**src/rtl/prog_loader_pkg.sv**
```systemverilog
// Shared constants for the program loader: frame sync byte and FSM state codes.
package prog_loader_pkg;

    localparam logic [7:0] SYNC_BYTE = 8'hA5;

    typedef logic [2:0] state_t;

    localparam state_t ST_IDLE  = 3'd0;
    localparam state_t ST_COUNT = 3'd1;
    localparam state_t ST_DATA  = 3'd2;
    localparam state_t ST_CHECK = 3'd3;
    localparam state_t ST_RUN   = 3'd4;
    localparam state_t ST_FAIL  = 3'd5;

endpackage

```
**src/rtl/prog_loader_word_asm.sv**
```systemverilog
// Byte-to-word assembler: little-endian shift register plus byte counter.
// Ports:
//   clk, reset      - clock, async active-low reset
//   clear           - drop any partially assembled word
//   accept          - din is consumed this cycle
//   din             - incoming byte
//   word_done_c     - this accept completes a word (combinational)
//   word_c          - assembled word including the byte being accepted
module loader_word_asm #(
    parameter int unsigned width = 16
) (
    input  logic             clk,
    input  logic             reset,
    input  logic             clear,
    input  logic             accept,
    input  logic [7:0]       din,
    output logic             word_done_c,
    output logic [width-1:0] word_c
);

    localparam int unsigned BPW   = width / 8;
    localparam int unsigned CNT_W = (BPW > 1) ? $clog2(BPW) : 1;

    logic [CNT_W-1:0] byte_cnt;
    logic [width-1:0] shreg;
    logic [width+7:0] cat;

    // New byte enters at the top, so the first byte ends up in the LSBs.
    assign cat         = {din, shreg};
    assign word_c      = cat[width+7:8];
    assign word_done_c = accept && (byte_cnt == CNT_W'(BPW - 1));

    always_ff @(posedge clk or negedge reset) begin
        if (!reset) begin
            byte_cnt <= '0;
            shreg    <= '0;
        end else if (clear) begin
            byte_cnt <= '0;
        end else if (accept) begin
            shreg    <= word_c;
            byte_cnt <= word_done_c ? '0 : CNT_W'(byte_cnt + 1'b1);
        end
    end

endmodule

```
**src/rtl/prog_loader.sv**
```systemverilog
// Byte-stream program loader: parses SYNC/COUNT/words/CHK frames, writes the
// instruction RAM, and holds the CPU in reset until a verified image is loaded.
// Ports:
//   clk, reset                 - clock, async active-low reset
//   rx_data, rx_valid, rx_ready - byte input handshake
//   iaddr_write, idata_write, i_write - instruction RAM write port
//   cpu_hold                   - holds the CPU in reset
//   done, err                  - last frame loaded / failed checksum
module prog_loader
    import prog_loader_pkg::*;
#(
    parameter int unsigned width       = 16,
    parameter int unsigned iaddr_width = 8
) (
    input  logic                   clk,
    input  logic                   reset,
    input  logic [7:0]             rx_data,
    input  logic                   rx_valid,
    output logic                   rx_ready,
    output logic [iaddr_width-1:0] iaddr_write,
    output logic [width-1:0]       idata_write,
    output logic                   i_write,
    output logic                   cpu_hold,
    output logic                   done,
    output logic                   err
);

    localparam int unsigned WCNT_W = 9;

    state_t            state;
    state_t            state_d;
    logic [WCNT_W-1:0] words_left;
    logic [7:0]        sum;
    logic              accept;
    logic              data_acc;
    logic              word_done_c;
    logic [width-1:0]  word_c;
    logic              hold_d;
    logic              done_d;
    logic              err_d;

    assign accept   = rx_valid & rx_ready;
    assign data_acc = accept && (state == ST_DATA);

    loader_word_asm #(.width(width)) u_word_asm (
        .clk         (clk),
        .reset       (reset),
        .clear       (state != ST_DATA),
        .accept      (data_acc),
        .din         (rx_data),
        .word_done_c (word_done_c),
        .word_c      (word_c)
    );

    // State register
    always_ff @(posedge clk or negedge reset) begin
        if (!reset) begin
            state <= ST_IDLE;
        end else begin
            state <= state_d;
        end
    end

    // Next state and next flag values
    always_comb begin
        state_d = state;
        hold_d  = cpu_hold;
        done_d  = done;
        err_d   = err;
        case (state)
            ST_IDLE, ST_RUN, ST_FAIL: begin
                if (accept && (rx_data == SYNC_BYTE)) begin
                    state_d = ST_COUNT;
                end
            end
            ST_COUNT: begin
                if (accept) begin
                    state_d = ST_DATA;
                end
            end
            ST_DATA: begin
                if (word_done_c && (words_left == WCNT_W'(1))) begin
                    state_d = ST_CHECK;
                end
            end
            ST_CHECK: begin
                if (accept) begin
                    state_d = (8'(sum + rx_data) == 8'h00) ? ST_RUN : ST_FAIL;
                end
            end
            default: begin
                state_d = ST_IDLE;
            end
        endcase
        if (state_d == ST_COUNT && state != ST_COUNT) begin
            hold_d = 1'b1;
            done_d = 1'b0;
            err_d  = 1'b0;
        end else if (state_d == ST_RUN && state != ST_RUN) begin
            hold_d = 1'b0;
            done_d = 1'b1;
        end else if (state_d == ST_FAIL && state != ST_FAIL) begin
            err_d = 1'b1;
        end
    end

    // Datapath, write port and registered flags
    always_ff @(posedge clk or negedge reset) begin
        if (!reset) begin
            words_left  <= '0;
            sum         <= '0;
            rx_ready    <= 1'b0;
            iaddr_write <= '0;
            idata_write <= '0;
            i_write     <= 1'b0;
            cpu_hold    <= 1'b1;
            done        <= 1'b0;
            err         <= 1'b0;
        end else begin
            // Stall input exactly during the write strobe cycle.
            rx_ready <= ~word_done_c;
            i_write  <= word_done_c;
            cpu_hold <= hold_d;
            done     <= done_d;
            err      <= err_d;
            if (word_done_c) begin
                idata_write <= word_c;
            end
            if (state == ST_COUNT && accept) begin
                // COUNT of zero encodes 256 words.
                words_left  <= (rx_data == 8'h00) ? WCNT_W'(256) : WCNT_W'(rx_data);
                sum         <= rx_data;
                iaddr_write <= '0;
            end else begin
                if (data_acc) begin
                    sum <= 8'(sum + rx_data);
                end
                if (word_done_c) begin
                    words_left <= WCNT_W'(words_left - 1'b1);
                end
                // Address advances after each write and wraps with the RAM depth.
                if (i_write) begin
                    iaddr_write <= iaddr_width'(iaddr_write + 1'b1);
                end
            end
        end
    end

endmodule

```
**config.mk**
```make
export PLATFORM = sky130hd
export DESIGN_NAME = prog_loader
export DESIGN_NICKNAME = d
export VERILOG_FILES = /design/src/rtl/prog_loader_pkg.sv /design/src/rtl/prog_loader_word_asm.sv /design/src/rtl/prog_loader.sv
export SDC_FILE = /design/constraint.sdc
export NUM_CORES = 1
export LEC_CHECK = 0
export CORE_MARGIN = 8
export CORE_UTILIZATION = 54
export DETAILED_ROUTE_END_ITERATION = 7
export GPL_ROUTABILITY_DRIVEN = 0
export HOLD_SLACK_MARGIN = 0.08
export PLACE_DENSITY = 0.79
export SETUP_SLACK_MARGIN = 0.5
export SYNTH_ARGS = -nofsm -noshare
export SYNTH_HDL_FRONTEND = slang
export SYNTH_SLANG_ARGS = --single-unit
```
**constraint.sdc**
```tcl
create_clock -name clk -period 3.38 [get_ports clk]
set_clock_uncertainty 0.2 [all_clocks]
set_input_delay 0.507 -clock clk [delete_from_list [all_inputs] [get_ports clk]]
set_output_delay 0.507 -clock clk [all_outputs]
set_load 0.005 [all_outputs]
```
* Yosys cells after proc, flatten, opt, wreduce, memory -nomap -nowiden
Cells that the tools add are included.
** Operators by class
- $add $sub $neg :: 4
- Muxes and demuxes :: 23
- Equality and inequality tests :: 15
- Bitwise gates (word level) :: 3
- Reduce and logical (&&, ||, !) cells :: 20
** Operators with widths (number)
- 2-to-1 mux 8 bit :: 4
- 2-to-1 mux 9 bit :: 3
- logical NOT 8 bit :: 2
- equality test 3 bit (second input constant) :: 4
- 2-to-1 mux 3 bit :: 4
- one-hot mux 3 bit (4 select lines) :: 1
- nonzero test 2 bit :: 6
- 2-to-1 mux 1 bit :: 11
- equality test 9 x 1 -> 1 bit (second input constant) :: 1
- subtractor 9 x 1 -> 9 bit (second input constant) :: 1
- adder 8 x 1 -> 8 bit (second input constant) :: 1
- adder 8 bit :: 1
- equality test 8 bit (second input constant) :: 1
- logical AND 1 bit :: 8
- equality test 3 x 1 -> 1 bit (second input constant) :: 2
- equality test 3 x 2 -> 1 bit (second input constant) :: 2
- != test 3 bit (second input constant) :: 2
- AND reduction 2 bit :: 2
- logical NOT 3 bit :: 1
- != test 3 x 1 -> 1 bit (second input constant) :: 1
- != test 3 x 2 -> 1 bit (second input constant) :: 1
- OR reduction 3 bit :: 1
- != test 2 bit (second input constant) :: 1
- NOT 1 bit :: 2
- 2 further kinds :: 2
** Word-level totals
- Register bits after elaboration :: 66
- Input bits :: 11
- Output and inout port bits :: 29
- Logic and storage cells :: 77

* Depth between registers and ports, before layout
Gate-level depths: netlist of the first run.
- Depth after elaboration :: 11
- Gate-level depth with buffers :: 8
- Mapped depth without buffers :: 8

* Modules after synthesis
A second synthesis of the first run with hierarchy kept.
** Second synthesis, totals
- Cells, all modules :: 260
- Area total of the unflattened synthesis :: 2919.0 µm²
** By module, submodules not included
- prog_loader :: cells each 230, times used 1, sequential area each 1227.4 µm², area each 2468.6 µm²
- loader_word_asm :: cells each 30, times used 1, sequential area each 225.2 µm², area each 450.4 µm²

* Worst setup path before layout of the first run
OpenSTA, ideal clock, no wires.
- Path kind :: input-to-reg
- Start :: input port rx_data[0]
- End :: register state[0]
- Setup time :: 0.119 ns
- Path buffers :: 0
- Data required time :: 3.061 ns
- Setup slack :: 0.769 ns
- Stages on the path :: 8
- Arrival :: 2.292 ns
- Path through :: ha_1 -> fa_1 -> a211oi_1 -> o21a_1 -> o21ai_0 -> nor4b_2 -> nand4_1 -> and2_1
** Between the ends
- Cells in the longest elaborated chain, start to end :: 5
- Elaborated cells between the ends (all ways) :: 8
- Those cells by class :: 1 x add/sub; 1 x eq/ne; 4 x mux; 2 x reduce/logical
** Ends and longest elaborated chain
- from (decl) :: RTL line prog_loader.sv:17 : input logic [7:0] rx_data,
- adder 8 bit :: RTL line prog_loader.sv:88 : state_d = (8'(sum + rx_data) == 8'h00) ? ST_RUN : ST_FAIL;
- logical NOT 8 bit :: RTL line prog_loader.sv:88
- 2-to-1 mux 1 bit :: RTL line prog_loader.sv:88
- 2-to-1 mux 3 bit :: RTL line prog_loader.sv:87 : if (accept) begin
- one-hot mux 3 bit (4 select lines) * :: RTL line prog_loader.sv:70 : case (state)
- named net state_d[0] :: RTL line prog_loader.sv:31 : state_t state_d;
- to (signal assigned) :: RTL line prog_loader.sv:60 : state <= state_d;
- to (decl) :: RTL line prog_loader.sv:30 : state_t state;
Mark *: on every way through the listed nets, which the timed path passes. The rest lies on a longest branch.
A chain may end at the register's enable or synchronous reset.

* Worst setup path in the final report of the first run
- Start :: input port rx_data[0]
- End :: register done
** Between the ends
- Cells in the longest elaborated chain, start to end :: 8
- Elaborated cells between the ends (all ways) :: 14
- Those cells by class :: 1 x add/sub; 3 x eq/ne; 5 x mux; 5 x reduce/logical
** Ends and longest elaborated chain
- adder 8 bit :: RTL line prog_loader.sv:88
- logical NOT 8 bit :: RTL line prog_loader.sv:88
- 2-to-1 mux 1 bit :: RTL line prog_loader.sv:88
- 2-to-1 mux 3 bit :: RTL line prog_loader.sv:87
- one-hot mux 3 bit (4 select lines) * :: RTL line prog_loader.sv:70
- equality test 3 x 1 -> 1 bit or equality test 3 bit (tied branches) :: RTL line prog_loader.sv:95, prog_loader.sv:99
- logical AND 1 bit, on equally long branches :: RTL line prog_loader.sv:95, prog_loader.sv:99
- 2-to-1 mux 1 bit or nonzero test 2 bit (tied branches)
- to (signal assigned) :: RTL line prog_loader.sv:124 : done <= done_d;
- to (decl) :: RTL line prog_loader.sv:24 : output logic done,
Every way passes the cells marked *; elsewhere a longest branch is shown, timed or not.

==> out/summary.txt, run 1 <==
run status: finished, final reports clean
Mapped Nets: 334
main combinational cell family by area after synthesis: simple AND/OR/NAND/NOR gates
count of distinct cell types in the synthesized netlist: 52
achievable clock frequency: 0.367 GHz
met2 track demand over resource in global routing: 30.8%
via count normalized by instance count: 5.84
post-synthesis compound-gate area fraction: 13.6%
initial antenna violation count: 0
most repeated cell in the gate-level netlist after synthesis: nand2_1
share of synthesized area occupied by flip-flops and latches: 50.0%
instance count of the mapped netlist: 312
remaining antenna violation count: 0
fraction of synthesized cell area in xor and xnor cells: 3.32%
number of antenna repair diodes: 0
pin count of the biggest net entering global routing: 59
RSZ-0062 raised after global routing: no
final setup fails: 0
transition time at the pin with the least slew margin: 0.733 ns
Leakage: 1.72 nW
Floorplan Core Area: 5140 um^2
post-DR wirelength/cell: 17.2 um
met3 routing resource usage after global routing: 3.68%
aggregate global routing overflow: 0
chip width: 89.4 um
clock tree from TritonCTS: built
worst-case setup slack after placement: 0.179 ns
Boundary Pins: 40
effective utilization at floorplan: 56.5%
Netlist Area Pre-Place: 2910 um^2
root buf cell: clkbuf_8
Skew-Pair Late Insertion Delay: 0.34 ns
CTS Buffer Depth: 2
WP data arrival: 2.81 ns
Die Y-Extent: 89.4 um
post-layout worst setup margin: 0.657 ns
type of the setup path with the least slack: input pin to register
via count of the first global-routing pass: 2,404
worst-path cell with the longest stage delay: clkdlybuf4s50_1
met1 demand-to-capacity share in global routing: 26.5%
post-synthesis adder-cell area fraction: 5.00%
clock period minus final worst setup slack: 2.72 ns
first-pass iteration count of the detailed router: 5
endpoint kind of the worst setup timing path: register
count of input and output buffers: 39
slowest cell delay on critical path: 0.44 ns
launching element of the worst setup path: rx_data[0]
Final period util: 80.6%
Startpoint Class: input pin
Hold Crit Class: input pin to async pin
largest area contributor in the netlist: dfrtp_1
share of layout cells above drive strength 1: 12.4%
Commonest cells post-synth: 93 x nand2_1, 57 x dfrtp_1, 25 x nor2_1
number of cell rows: 26
wire length of the first global-routing pass: 12.2 mm
simple-gate portion of the synthesized area: 24.8%
remaining design rule violation count: 0
DP HPWL: 5.25 mm
Slew Limit Fails: 0
dominant synthesized flop cell: dfrtp_1
Vias: 2,582
Max H-tree Level: 3
power density normalized to cell area: 786 nW/um^2
Die Footprint: 7980 um^2
setup TNS: 0 ns
all-layer global routing usage: 20.5%
peak supply drop: 0.000427 V
area share of the leading cell type in the synthesized netlist: 49.1%
Worst slew margin: 51.1%
Critical Path, Cell by Cell: clkdlybuf4s50_1 > ha_2 > fa_2 > a211oi_2 > buf_4 > o31ai_1 > a21oi_1 > xor2_1 > and3_1 > a21o_1
GR peak layer: met2
fraction of synthesis flops using an asynchronous set or reset pin: 100%
number of enable-type register cells in the synthesized netlist: 0
CTS Buf Count: 9
Maximum Capacitance Violations: 0
average instance area after synthesis: 9.31 um^2
number of storage elements in the synthesis netlist: 58
startpoint of the worst-slack reg-to-reg timing path: sum[0]
post-detailed-routing wire length: 7.59 mm
final number of hold-violating endpoints: 0
synthesis-to-layout area growth: 25.3%
worst-path maximum fanout: 4
number of nets at the end of the flow: 390
top area cells in the synthesized netlist: dfrtp_1 49%, nand2_1 12%, ha_1 4.3%, nor2_1 3.2%, xor2_1 2.4%
register clock-pin slew on the reported worst setup and hold paths: 0.07 ns
count of yosys warnings during synthesis: 0
CP Data Required Time: 3.47 ns
number of DRC markers after the initial detailed-route iteration: 187
multiplexer share of the synthesized area: 0.345%
clk sinks: 58
[final timing paths]
| check | slack (ns) | end | cells after the start |
|---|---|---|---|
| worst min-delay path | 0.10 | iaddr_write[0] | 2 |
| worst min register to register | 0.27 | idata_write[0] | 2 |
| worst max register to register | 0.91 | done | 9 |
| worst max-delay path | 0.66 | done | 10 |
| max in group asynchronous | 2.38 | words_left[4] | 2 |
| min in group clk | 0.27 | idata_write[0] | 2 |
[cell type report]
| class | instances | area, um^2 |
|---|---|---|
| Multi-Input combinational cell | 233 | 1390 |
| Tap cell | 70 | 87.6 |
| Fill cell | 422 | 1500 |
| Clock buffer | 13 | 159 |
| Clock inverter | 2 | 12.5 |
| Inverter | 12 | 45.0 |
| Timing Repair Buffer | 54 | 498 |
| Sequential cell | 58 | 1450 |
[state kept, by name (all words and copies together) (netlist names)]
name	flops
sum	8
u_word_asm.byte_cnt	1
rx_ready	1
iaddr_write	8
done	1
idata_write	16
cpu_hold	1
i_write	1
state	3
words_left	9
err	1
u_word_asm.shreg	8
[logic make-up after synthesis]
kind of cell    Yosys count
buf+inv                  21
compound gates           53
simple gates            157
fa+ha+maj                11
flops                    58
mux                       1
xor+xnor                 11
[per-layer routing]
metal  vias to the layer above  share of wire, %
li1                       1184                 -
met1                      1269                43
met2                       106                46
met3                        23               6.6
met4                         0               3.7
met5                         -                 0
[worst max-delay path: cells and delay by family]
kind | cells | cell delay [ns]
xor+xnor | 1 | 0.30
compound gates | 4 | 0.59
fa+ha+maj | 2 | 0.59
simple gates | 1 | 0.24
buf+inv | 2 | 0.59
[what timing repair did]
item / in CTS / in global routing
gates resized for setup: 0 / 5
setup endpoints to repair: 0 / 5
hold buffers: 0 / 0
setup buffers: 0 / 2
[power breakdown]
group / internal (W) / leakage, nW / switching, W / total [W]
registers: 0.000942 / 0.752 / 0.000204 / 0.00115
clock network: 0.000301 / 0.0855 / 0.000273 / 0.000575
logic: 0.000563 / 0.882 / 0.000579 / 0.00114
total: 0.00181 / 1.72 / 0.00106 / 0.00286
[layout by cell type (no fill, tap or decap), drive strengths merged, types with 2 or more instances in the layout]
| cell type | instances |
|---|---|
| nand2 | 93 |
| dfrtp | 57 |
| clkdlybuf4s50 | 38 |
| nor2 | 25 |
| buf | 16 |
| o21ai | 14 |
| clkbuf | 13 |
| inv | 12 |
| ha | 10 |
| xor2 | 8 |
| a22oi | 7 |
| a21oi | 6 |
| nand3 | 6 |
| nand4 | 5 |
| nor3 | 5 |
| and2 | 4 |
| a221o | 4 |
| or4 | 3 |
| or3 | 3 |
| a31oi | 3 |
| a21o | 3 |
| xnor2 | 3 |
| o211ai | 3 |
| and3 | 3 |
| nor4 | 3 |
| o32ai | 2 |
| o31ai | 2 |
| nor3b | 2 |
| nor4b | 2 |
| a211oi | 2 |
[stage by stage]
stage / utilization, % / cell area, um^2 / cells / total power, W / hold WS (ns)
floorplan: - / 2910 / 312 / 0.00180 / 0.0114
global placement: 66.8 / 3430 / 425 / 0.00218 / 0.253
detailed placement: 66.8 / 3430 / 425 / 0.00224 / 0.259
CTS: 70.2 / 3610 / 440 / 0.00281 / 0.121
global route: 70.8 / 3640 / 442 / 0.00305 / 0.194
finish: 70.8 / 3640 / 442 / 0.00286 / 0.102
(Power assumes the default switching activity.)
==> run 2: changes to the inputs <==
==> constraint.sdc (replaced) <==
create_clock -name clk -period 2.6 [get_ports clk]
set_clock_uncertainty 0.2 [all_clocks]
set_input_delay 0.39 -clock clk [delete_from_list [all_inputs] [get_ports clk]]
set_output_delay 0.39 -clock clk [all_outputs]
set_load 0.005 [all_outputs]
==> run 2 against run 1 <==
Compared with the run above:
- non-clock buffer count rose by 14
- first-iteration DRC count rose by 10%
- die area did not move
- clock power rose by 66%
- worst hold slack improved by 0.15 ns
- utilization rose by 5.4 points
- sequential share of layout area fell by 2.8 points
- flip-flop and latch count did not move
- setup slack got worse by 0.58 ns
- wire length rose by 0.45%
- global-route usage barely moved
- register-to-register slack got worse by 0.83 ns
==> out/summary.txt, run 2 (synthesis gave the netlist of run 1 again) <==
post-place instance area: 3550 um^2 (was 3430 um^2)
number of antenna repair diodes: 0 (unchanged)
Maximum Capacitance Violations: 0 (unchanged)
peak supply drop: 0.000746 V (was 0.000427 V)
first-pass iteration count of the detailed router: 4 (was 5)
post-DR wirelength/cell: 16.7 um (was 17.2 um)
commonest non-fill, non-tap cell in the layout: nand2_1 (unchanged)
Vias: 2,578 (was 2,582)
number of nets at the end of the flow: 404 (was 390)
final setup fails: 0 (unchanged)
Boundary Pins: 40 (unchanged)
remaining antenna violation count: 0 (unchanged)
fraction of power consumed by combinational cells: 40.4% (was 39.9%)
largest registers in the final layout: idata_write (16), words_left (9) (unchanged)
Die Footprint: 7980 um^2 (unchanged)
Clk network pwr share: 23.2% (was 20.1%)
worst-case setup slack after placement: -0.375 ns (was 0.179 ns)
post-detailed-routing wire length: 7.62 mm (was 7.59 mm)
final number of hold-violating endpoints: 0 (unchanged)
effective utilization at floorplan: 56.5% (unchanged)
Worst slew margin: 55.8% (was 51.1%)
Max H-tree Level: 3 (unchanged)
number of DRC markers after the initial detailed-route iteration: 206 (was 187)
Die Y-Extent: 89.4 um (unchanged)
RSZ-0062 raised after global routing: yes (was no)
final instance area: 3920 um^2 (was 3640 um^2)
worst-path maximum fanout: 4 (unchanged)
run status: finished, final reports clean (unchanged)
Skew-Pair Late Insertion Delay: 0.33 ns (was 0.34 ns)
CTS Buf Count: 9 (unchanged)
Slew Limit Fails: 0 (unchanged)
Leakage: 1.83 nW (was 1.72 nW)
Final period util: 96.9%
all-layer global routing usage: 20.4% (was 20.5%)
register bank with the most flops: idata_write (unchanged)
CP Data Required Time: 2.68 ns (was 3.47 ns)
count of input and output buffers: 39 (unchanged)
sequential share of power: 36.5% (was 40.0%)
share of layout cells above drive strength 1: 18.9% (was 12.4%)
Hold Crit Class: register to register (was input pin to async pin)
number of cell rows: 26 (unchanged)
register clock-pin slew on the reported worst setup and hold paths: 0.07 ns (about the same)
aggregate global routing overflow: 0 (unchanged)
remaining design rule violation count: 0 (unchanged)
wire length of the first global-routing pass: 12.4 mm (was 12.2 mm)
final hold slack: 0.255 ns (was 0.102 ns)
Int Power: 0.00267 W (was 0.00181 W)
leading cell types in the layout, fill and taps excluded: 91 x nand2_1, 56 x dfrtp_1, 36 x clkdlybuf4s50_1 (was 93 x nand2_1, 57 x dfrtp_1, 38 x clkdlybuf4s50_1)
post-layout worst setup margin: 0.0795 ns (was 0.657 ns)
WP data arrival: 2.60 ns (was 2.81 ns)
Floorplan Core Area: 5140 um^2 (unchanged)
type of the setup path with the least slack: register to register (was input pin to register)
Net Switching: 0.00146 W (was 0.00106 W)
CTS Buffer Depth: 2 (unchanged)
switching power as a share of total power: 35.3% (was 36.9%)
via count normalized by instance count: 5.64 (was 5.84)
clk sinks: 58 (unchanged)
initial antenna violation count: 0 (unchanged)
via count of the first global-routing pass: 2,677 (was 2,404)
synthesis-to-layout area growth: 34.8% (was 25.3%)
achievable clock frequency: 0.397 GHz
clock period minus final worst setup slack: 2.52 ns
transition time at the pin with the least slew margin: 0.661 ns (was 0.733 ns)
max reg flops: 16 (unchanged)
Startpoint Class: register (was input pin)
core utilization of the finished layout: 76.2% (was 70.8%)
pin count of the biggest net entering global routing: 59 (unchanged)
root buf cell: clkbuf_8 (unchanged)
chip width: 89.4 um (unchanged)
clock tree from TritonCTS: built (unchanged)
power density normalized to cell area: 1050 nW/um^2 (was 786 nW/um^2)
DP HPWL: 5.17 mm (was 5.25 mm)
endpoint kind of the worst setup timing path: register (unchanged)
[run 2: critical path, stage by stage (launching register included)]
cell and delay, ns:
dfrtp_1 0.42, ha_4 0.19, buf_6 0.11, buf_6 0.11, a211oi_4 0.33, nor4_4 0.08
o31a_1 0.34, nor4b_4 0.36, and3_4 0.24, a21o_1 0.08
[run 2: timing repair]
action	CTS	global route
hold buffers	1	0
gates cloned	0	0
setup endpoints to repair	7	15
gates resized for setup	4	19
buffers inserted	2	2
hold endpoints to repair	57	0
pin swaps	10	12
[run 2: path summary, 6_finish.rpt]
path                       slack, ns  startpoint  depth (start not counted)              to
max                             0.08      sum[0]                          9            done
min reg2reg                     0.25    cpu_hold                          2        cpu_hold
max in group asynchronous       1.49       reset                          3        cpu_hold
min                             0.25    cpu_hold                          2        cpu_hold
max reg2reg                     0.08      sum[0]                          9            done
min in group asynchronous       0.40       reset                          3  iaddr_write[5]
[run 2: final cells by class]
| class | count | area (um^2) |
|---|---|---|
| clock buffers | 12 | 155 |
| clock inverters | 4 | 73.8 |
| fillers | 355 | 1220 |
| inverters | 12 | 45.0 |
| multi-input cells | 233 | 1480 |
| flip-flops and latches | 58 | 1450 |
| well taps | 70 | 87.6 |
| repair buffers | 68 | 627 |
[run 2: per-layer routing]
metal | GRT usage [%] | vias up | part of all wire [%]
met5 | 0 | - | 0
met4 | 7.10 | 0 | 1.6
met3 | 5.51 | 15 | 5.5
met2 | 33.8 | 85 | 50
met1 | 25.0 | 1254 | 43
li1 | - | 1224 | -
[run 2: through the flow]
stage	power [W]	TNS, ns	instances
final	0.00413	0	457
after global routing	0.00438	0	457
after CTS	0.00400	0	455
after detailed placement	0.00301	-1.56	436
after global placement	0.00294	-1.31	436
after floorplan	0.00236	0	312
[run 2: power groups by stage]
stage	logic (W)	clock network, W	registers [W]
after floorplan	0.000917	0	0.00144
after global placement	0.00145	0	0.00148
after detailed placement	0.00151	0	0.00150
after CTS	0.00155	0.000963	0.00148
after global routing	0.00184	0.00100	0.00154
final	0.00167	0.000957	0.00151
==> run 3: changes to the inputs <==
--- a/config.mk
+++ b/config.mk
@@ -14,4 +14,5 @@
 export SETUP_SLACK_MARGIN = 0.5
 export SYNTH_ARGS = -nofsm -noshare
 export SYNTH_HDL_FRONTEND = slang
+export SYNTH_HIERARCHICAL = 1
 export SYNTH_SLANG_ARGS = --single-unit
==> run 3 against run 2 <==
Compared with the run above:
- first-iteration DRC count is 39% lower
- critical path type unchanged
- sequential share of layout area is 0.43 points lower
- via count is 15% lower
- design area is 1.1% higher
- flip-flop and latch count stayed put
- critical path depth is 1 lower
- wire length is 9.6% lower
- non-clock buffer count is 6 higher
==> out/summary.txt, run 3 <==
number of antenna repair diodes: 0 (unchanged)
number of DRC markers after the initial detailed-route iteration: 125 (was 206)
simple-gate portion of the synthesized area: 14.3% (was 24.8%)
first-pass iteration count of the detailed router: 4 (unchanged)
initial antenna violation count: 0 (unchanged)
power density normalized to cell area: 569 nW/um^2 (was 1050 nW/um^2)
share of layout cells above drive strength 1: 30.0% (was 18.9%)
worst-path cell with the longest stage delay: nor4b_2 (was dfrtp_1)
CTS Buf Count: 9 (unchanged)
wire length of the first global-routing pass: 11.1 mm (was 12.4 mm)
effective utilization at floorplan: 56.4% (was 56.5%)
Worst slew margin: 59.9% (was 55.8%)
register-to-register setup slack: 0.03 ns (was 0.08 ns)
Skew-Pair Late Insertion Delay: 0.33 ns (about the same)
count of input and output buffers: 39 (unchanged)
largest area contributor in the netlist: dfrtp_1 (unchanged)
Netlist Area Pre-Place: 2920 um^2 (was 2910 um^2)
post-detailed-routing wire length: 6.89 mm (was 7.62 mm)
final setup fails: 0 (unchanged)
share of synthesized area occupied by flip-flops and latches: 49.8% (was 50.0%)
Mapped Nets: 282 (was 334)
via count normalized by instance count: 5.41 (was 5.64)
fraction of synthesis flops using an asynchronous set or reset pin: 100% (unchanged)
number of cell rows: 26 (unchanged)
leading cell types in the layout, fill and taps excluded: 57 x dfrtp_1, 33 x clkdlybuf4s50_1, 29 x nand2_1 (was 91 x nand2_1, 56 x dfrtp_1, 36 x clkdlybuf4s50_1)
slowest cell delay on critical path: 0.42 ns (about the same)
Maximum Capacitance Violations: 0 (unchanged)
Max H-tree Level: 3 (unchanged)
aggregate global routing overflow: 0 (unchanged)
Startpoint Class: register (unchanged)
final hold slack: 0.265 ns (was 0.255 ns)
number of enable-type register cells in the synthesized netlist: 0 (unchanged)
run status: finished, final reports clean (unchanged)
Leakage: 1.78 nW (was 1.83 nW)
root buf cell: clkbuf_8 (unchanged)
post-synthesis adder-cell area fraction: 4.97% (was 5.00%)
CP Data Required Time: 2.62 ns (was 2.68 ns)
Die Footprint: 8010 um^2 (was 7980 um^2)
instance count of the mapped netlist: 260 (was 312)
WP data arrival: 2.58 ns (was 2.60 ns)
synthesis-to-layout area growth: 35.7% (was 34.8%)
DP HPWL: 4.81 mm (was 5.17 mm)
clock period minus final worst setup slack: 2.57 ns (was 2.52 ns)
type of the setup path with the least slack: register to register (unchanged)
Vias: 2,179 (was 2,578)
final number of hold-violating endpoints: 0 (unchanged)
Die Y-Extent: 89.5 um (was 89.4 um)
commonest non-fill, non-tap cell in the layout: dfrtp_1 (was nand2_1)
setup TNS: 0 ns (unchanged)
number of nets at the end of the flow: 351 (was 404)
Critical Path, Cell by Cell: ha_2 > fa_2 > a211oi_2 > nor2_1 > xor2_1 > nor4b_2 > a311oi_2 > a211o_1 (was ha_4 > buf_6 > buf_6 > a211oi_4 > nor4_4 > o31a_1 > nor4b_4 > and3_4 > a21o_1)
via count of the first global-routing pass: 2,206 (was 2,677)
achievable clock frequency: 0.390 GHz (was 0.397 GHz)
count of yosys warnings during synthesis: 6 (was 0)
CTS Buffer Depth: 2 (unchanged)
top area cells in the synthesized netlist: dfrtp_1 49%, mux2_2 6.2%, ha_1 4.3%, mux2_4 4.1%, nand2_1 4.0% (was dfrtp_1 49%, nand2_1 12%, ha_1 4.3%, nor2_1 3.2%, xor2_1 2.4%)
RSZ-0062 raised after global routing: yes (unchanged)
Slew Limit Fails: 0 (unchanged)
average instance area after synthesis: 11.2 um^2 (was 9.31 um^2)
fraction of synthesized cell area in xor and xnor cells: 6.60% (was 3.32%)
endpoint kind of the worst setup timing path: register (unchanged)
main combinational cell family by area after synthesis: simple AND/OR/NAND/NOR gates (unchanged)
max reg flops: 16 (unchanged)
register bank with the most flops: idata_write (unchanged)
chip width: 89.5 um (was 89.4 um)
pin count of the biggest net entering global routing: 35 (was 59)
Hold Crit Class: register to register (unchanged)
Final period util: 98.7% (was 96.9%)
peak supply drop: 0.000383 V (was 0.000746 V)
register clock-pin slew on the reported worst setup and hold paths: 0.06 ns (was 0.07 ns)
remaining design rule violation count: 0 (unchanged)
largest registers in the final layout: idata_write (16), words_left (9) (unchanged)
clock tree from TritonCTS: built (unchanged)
Fill cells: 329 (was 355)
Floorplan Core Area: 5170 um^2 (was 5140 um^2)
worst-path maximum fanout: 2 (was 4)
dominant synthesized flop cell: dfrtp_1 (unchanged)
count of distinct cell types in the synthesized netlist: 50 (was 52)
most repeated cell in the gate-level netlist after synthesis: dfrtp_1 (was nand2_1)
multiplexer share of the synthesized area: 11.7% (was 0.345%)
remaining antenna violation count: 0 (unchanged)
clk sinks: 58 (unchanged)
post-synthesis compound-gate area fraction: 8.36% (was 13.6%)
transition time at the pin with the least slew margin: 0.601 ns (was 0.661 ns)
number of storage elements in the synthesis netlist: 58 (unchanged)
Commonest cells post-synth: 57 x dfrtp_1, 31 x nand2_1, 20 x nor2_1 (was 93 x nand2_1, 57 x dfrtp_1, 25 x nor2_1)
Boundary Pins: 40 (unchanged)
all-layer global routing usage: 18.5% (was 20.4%)
post-DR wirelength/cell: 17.1 um (was 16.7 um)
area share of the leading cell type in the synthesized netlist: 48.9% (was 49.1%)
## run 3: cell count changes after synthesis, sizes merged, moves of 4 or more
| cell | change |
|---|---|
| buf | +11 |
| mux2 | +25 |
| xor2 | +5 |
| nand2 | -62 |
| inv | -6 |
| nor2 | -4 |
| a22oi | -6 |
| clkbuf | -4 |
| xnor2 | +6 |
| a221o | -4 |
## run 3: report_power, final
group / total [W] / internal, W / switching (W)
registers: 0.00103 / 0.000963 / 0.0000682
clock network: 0.000797 / 0.000461 / 0.000337
logic: 0.000425 / 0.000222 / 0.000202
## run 3: what timing repair did
action,4_1_cts,5_1_grt
gates cloned,0,0
buffers inserted,1,3
gates resized for setup,11,19
endpoints found under the setup margin,37,14
hold buffers,1,0
endpoints found under the hold margin,23,0
pin swaps,15,14
## run 3: cell type report
| cell class | instances | area, um^2 | share of cell area [%] |
|---|---|---|---|
| multi-input cells | 180 | 1500 | 38.0 |
| well taps | 70 | 87.6 | 2.21 |
| flip-flops and latches | 58 | 1450 | 36.7 |
| inverters | 6 | 25.0 | 0.632 |
| repair buffers | 74 | 706 | 17.8 |
| clock inverters | 3 | 40.0 | 1.01 |
| clock buffers | 12 | 145 | 3.67 |
## run 3: path summary, 6_finish.rpt
path	start	endpoint	cells past startpoint
min reg2reg	cpu_hold	cpu_hold	2
max	sum[0]	state[0]	8
max reg2reg	sum[0]	state[0]	8
min	cpu_hold	cpu_hold	2
max in group asynchronous	reset	sum[2]	3
min in group asynchronous	reset	iaddr_write[2]	2
## run 3: worst max-delay path: cells and delay by family, from the launching register on
family                     cells  cell delay [ns]
AOI/OAI and AO/OA              3             0.65
adders and majority gates      2             0.56
and+or+nand+nor                2             0.50
DFF                            1             0.39
xor gates and xnor gates       1             0.16
## run 3: logic make-up after synthesis
group,after synthesis
muxes,28
AOI/OAI and AO/OA,35
xor gates and xnor gates,22
adders and majority gates,11
and+or+nand+nor,84
DFF,58
buffers and inverters,22
## run 3: per-stage QoR
step	instances	worst slack, ns	cell area [um^2]	util [%]	power, W
2_1_floorplan	260	0.172	3010	-	0.00125
3_5_place_dp	383	-0.301	3620	70.0	0.00143
4_1_cts	400	0.0887	3860	74.6	0.00224
6_report	403	0.0343	3960	76.6	0.00225
5_1_grt	403	-0.109	3960	76.6	0.00236
3_3_place_gp	383	-0.279	3620	70.0	0.00142
## run 3: layer usage
metal	up-vias	GRT usage, %	part of all wire (%)
met3	9	3.40	4.5
met2	43	29.4	48
li1	1039	-	-
met1	1088	24.2	46
met4	0	7.40	1.2
met5	-	0	0
==> edit 1, RTL diff (flow settings as in run 3) <==
Set the parameter `iaddr_width` to 9 (it was 8).
--- a/src/rtl/prog_loader.sv
+++ b/src/rtl/prog_loader.sv
@@ -10,7 +10,7 @@
     import prog_loader_pkg::*;
 #(
     parameter int unsigned width       = 16,
-    parameter int unsigned iaddr_width = 8
+    parameter int unsigned iaddr_width = 9
 ) (
     input  logic                   clk,
     input  logic                   reset,
Interface: changed (resized iaddr_write); port bits go from 40 to 41. The function was not compared with the original's and may differ.
==> edit 1 against run 3 <==
Non-clock buffer count increased by 6; first-iteration DRC count increased by 76%; synthesized area rose by 3.0%; sequential cell count grew 1; sequential share of layout area is 0.77 points lower; critical path depth down 1; setup slack better by 0.16 ns; final cell count rose by 5.5%; routed wire length up 21%; final area is 3.9% higher; critical path type unchanged; largest cell class unchanged.
Power is not compared: it rests on default switching activity, and its combinational part moved more than twofold at a synthesized area within 25%.
==> edit 1: results <==
drt:
  wl_met2_um: 4320
  top_layer_used: "met4"
  first_pass_iters: 4
  via_count: 2460
  wire_per_inst_um: 19.6
  drtIter0Drc: 220
  wl_met3_um: 435
  drt-met1-wl_um: 3370
  drt-total-wl_um: 8330
clock_network:
  cts_buffers: 9
  clock_path_buffers: 2
  clkLatencyLatePin_ns: 0.34
  h-tree-depth: 3
  cts.clk_slew.worst_paths_ns: 0.07
cells_and_area:
  drive_above_1_share: 0.314
  area.sequential_mm2: 0.00148
  layout.nets: 370
  num-fill-cells: 328
  reg_top3: "idata_write: 16 flops, iaddr_write: 9 flops, words_left: 9 flops"
global_route:
  grt_pass1_wl_um: 12400
  gr-usage-all-layers: 0.190
  grt_start_max_net_pins: 24
setup_path:
  worst-r2r-setup-slack_ns: 0.19
  r2r_cells: 7
  crit_fanout: 4
  regToRegEndpoint: "done$_DFFE_PN0P_"
  cp.arrival_ns: 2.48
synthesis:
  synthTopCellsByArea: "dfrtp_1, mux2_2, ha_1, mux2_4, nand2_1"
  synthCells: 271
  ys_top_cells_by_count: "dfrtp_1, nand2_1, nor2_1"
  syn_nets: 293
  synth.distinct_cells: 55
  yosysWarnings: 6
  yosys_most_used_dff: "dfrtp_1"
  seq_area_frac_synth: 0.492
status:
  outcome: "complete, no violations"
placed_design:
  placement.io_buffers: 40
  dpl_cell_area_mm2: 0.00364
  dp.cells: 396
  dp_hpwl_um: 5170
min_path:
  holdPathStages: 2
sta:
  slew_headroom: 0.639
  finalSetupViolCount: 0
pwr:
  ir_drop_uv: 641
edit 1: cell count changes after synthesis, sizes merged, moves of 3 or more:
cell	change
inv	+4
nor2	-3
nor3	+3
or4	-3
edit 1: area by class of cell:
cell class | count | area share
inverters | 11 | 0.0103
clock buffers | 12 | 0.0401
well taps | 72 | 0.0219
multi-input cells | 187 | 0.376
repair buffers | 80 | 0.181
flip-flops and latches | 59 | 0.359
clock inverters | 4 | 0.0116
edit 1: how the worst max path moves through the flow:
| stage | slack, ns | end | cells past startpoint | startpoint |
|---|---|---|---|---|
| final | 0.19 | done$_DFFE_PN0P_ | 7 | sum[0]$_DFFE_PN0P_ |
| after global placement | -0.15 | done$_DFFE_PN0P_ | 8 | rx_data[0] |
| after detailed placement | -0.21 | done$_DFFE_PN0P_ | 8 | rx_data[0] |
| after CTS | 0.21 | done$_DFFE_PN0P_ | 7 | sum[0]$_DFFE_PN0P_ |
| after global routing | 0.06 | state[0]$_DFF_PN0_ | 9 | state[0]$_DFF_PN0_ |
| after floorplan | 0.44 | done$_DFFE_PN0P_ | 7 | sum[0]$_DFFE_PN0P_ |
edit 1: through the flow:
step / total power [uW] / hold WS, ns / setup TNS (ns) / setup WS [ns]
after floorplan: 2490 / -0.106 / 0 / 0.442
after global placement: 3070 / 0.194 / -0.574 / -0.152
after detailed placement: 3150 / 0.195 / -0.835 / -0.211
after CTS: 4190 / 0.267 / 0 / 0.208
after global routing: 4600 / 0.285 / 0 / 0.0641
final: 4360 / 0.265 / 0 / 0.191
edit 1: routing by layer:
metal / track usage / vias to the layer above
met5: 0 / -
met4: 0.0985 / 0
met3: 0.0441 / 22
met2: 0.315 / 78
met1: 0.222 / 1260
li1: - / 1100
edit 1: logic make-up after synthesis:
logic type	after synthesis	share of synthesized area
and+or+nand+nor	93	0.163
DFF	59	0.492
AOI/OAI and AO/OA	37	0.0878
buffers and inverters	25	0.0445
muxes	25	0.103
xor gates and xnor gates	21	0.0612
adders and majority gates	11	0.0483
edit 1: critical path, cell delays in order (launching register included):
cell     delay (ns)
dfrtp_1        0.41
ha_4           0.18
fa_2           0.37
a21oi_4        0.19
nor3_2         0.06
or3b_4         0.39
nor4_4         0.31
a32o_1         0.22
edit 1: what timing repair did:
action,4_1_cts,5_1_grt
buffers inserted,6,5
hold buffers,1,0
gates cloned,1,0
hold endpoints to repair,21,0
setup endpoints to repair,14,21
gates resized for setup,20,11
pin swaps,11,4
edit 1: power by group through the flow:
stage | clock network (uW) | logic, uW | registers, uW
2_1_floorplan | 0 | 996 | 1490
3_3_place_gp | 0 | 1550 | 1520
3_5_place_dp | 0 | 1600 | 1550
4_1_cts | 887 | 1760 | 1540
5_1_grt | 936 | 2070 | 1600
6_report | 885 | 1910 | 1570
==> edit 2, RTL diff (settings of run 3) <==
Without the edit above. Put one more register stage on the output `err`, without a reset. The value now appears one clock later. The other outputs are not delayed to match.
--- a/src/rtl/prog_loader.sv
+++ b/src/rtl/prog_loader.sv
@@ -26,6 +26,8 @@
 );
 
     localparam int unsigned WCNT_W = 9;
+
+    logic err_s0;
 
     state_t            state;
     state_t            state_d;
@@ -66,7 +68,7 @@
         state_d = state;
         hold_d  = cpu_hold;
         done_d  = done;
-        err_d   = err;
+        err_d   = err_s0;
         case (state)
             ST_IDLE, ST_RUN, ST_FAIL: begin
                 if (accept && (rx_data == SYNC_BYTE)) begin
@@ -115,14 +117,14 @@
             i_write     <= 1'b0;
             cpu_hold    <= 1'b1;
             done        <= 1'b0;
-            err         <= 1'b0;
+            err_s0      <= 1'b0;
         end else begin
             // Stall input exactly during the write strobe cycle.
             rx_ready <= ~word_done_c;
             i_write  <= word_done_c;
             cpu_hold <= hold_d;
             done     <= done_d;
-            err      <= err_d;
+            err_s0   <= err_d;
             if (word_done_c) begin
                 idata_write <= word_c;
             end
@@ -146,5 +148,9 @@
         end
     end
 
+    always_ff @(posedge clk) begin
+        err <= err_s0;
+    end
+
 endmodule
 
Formal check against the unedited RTL: not equivalent (Yosys sat finds a counterexample within 10 cycles, from zero or initial values and one cycle with reset low).
==> edit 2 against run 3 <==
Power grew 7.9%; core utilization shrank 0.11 points; sequential cell count grew 1; setup slack gained 0.013 ns; synthesized area grew 0.69%; final area grew 3.7%; die area grew 0.56%; routed wire length grew 18%; final cell count grew 2.5%; global-route usage shrank 0.29 points; critical path type unchanged.
==> edit 2: results <==
cells_and_area:
  layout.cells.non_filler: 413
  num-fill-cells: 309
  nNonClkBuffers: 80
  final-clk-cell-share: 0.0518
  area.sequential_mm2: 0.00147
  drive_above_1_share: 0.334
clock_network:
  post_cts_buffers: 7
  cts_resized: 9
global_route:
  gr-usage-met1: 0.211
  grt_start_max_net_pins: 37
  grt_pass1_wl_um: 11900
  grt_pass1_vias: 2365
  use_met2: 0.304
  gr-usage-all-layers: 0.182
pwr:
  p_leak_uw: 0.00184
  ir_drop_uv: 562
  pg_clk_uw: 888
  p_comb_frac: 0.203
setup_path:
  r2r_cells: 9
  cp_slowest_cell: "dfrtp_1"
synthesis:
  synthCells: 261
  synthArstFlopShare: 0.983
  syn_nets: 283
status:
  outcome: "complete, no violations"
sta:
  worst-slew-pin-transition_ns: 0.584
drt:
  drtIter0Drc: 137
  wl_met3_um: 452
  via_count: 2339
placed_design:
  dp.cells: 386
  dp_hpwl_um: 4890
  dpl_cell_area_mm2: 0.00364
  place_ws_ns: -0.392
edit 2: worst min-delay path by stage:
stage                  startpoint                to  slack [ns]  depth (start not counted)
6_report       err_s0$_DFFE_PN0P_       err$_DFF_P_        0.19                          0
4_1_cts        err_s0$_DFFE_PN0P_       err$_DFF_P_        0.20                          0
5_1_grt        err_s0$_DFFE_PN0P_       err$_DFF_P_        0.20                          0
3_5_place_dp   err_s0$_DFFE_PN0P_       err$_DFF_P_        0.19                          0
2_1_floorplan               reset  done$_DFFE_PN0P_       -0.11                          0
3_3_place_gp   err_s0$_DFFE_PN0P_       err$_DFF_P_        0.19                          0
edit 2: kinds of logic (layout without fill, tap and decap cells):
family	count (synthesis)	count (layout)	share of synthesized area
AO/OA/AOI/OAI	35	35	0.0830
adder cells (fa/ha/maj)	11	11	0.0494
AND/OR/NAND/NOR	84	84	0.142
multiplexers	28	28	0.116
buffers and inverters	22	102	0.0430
XOR/XNOR	22	22	0.0656
flip-flops	59	59	0.501
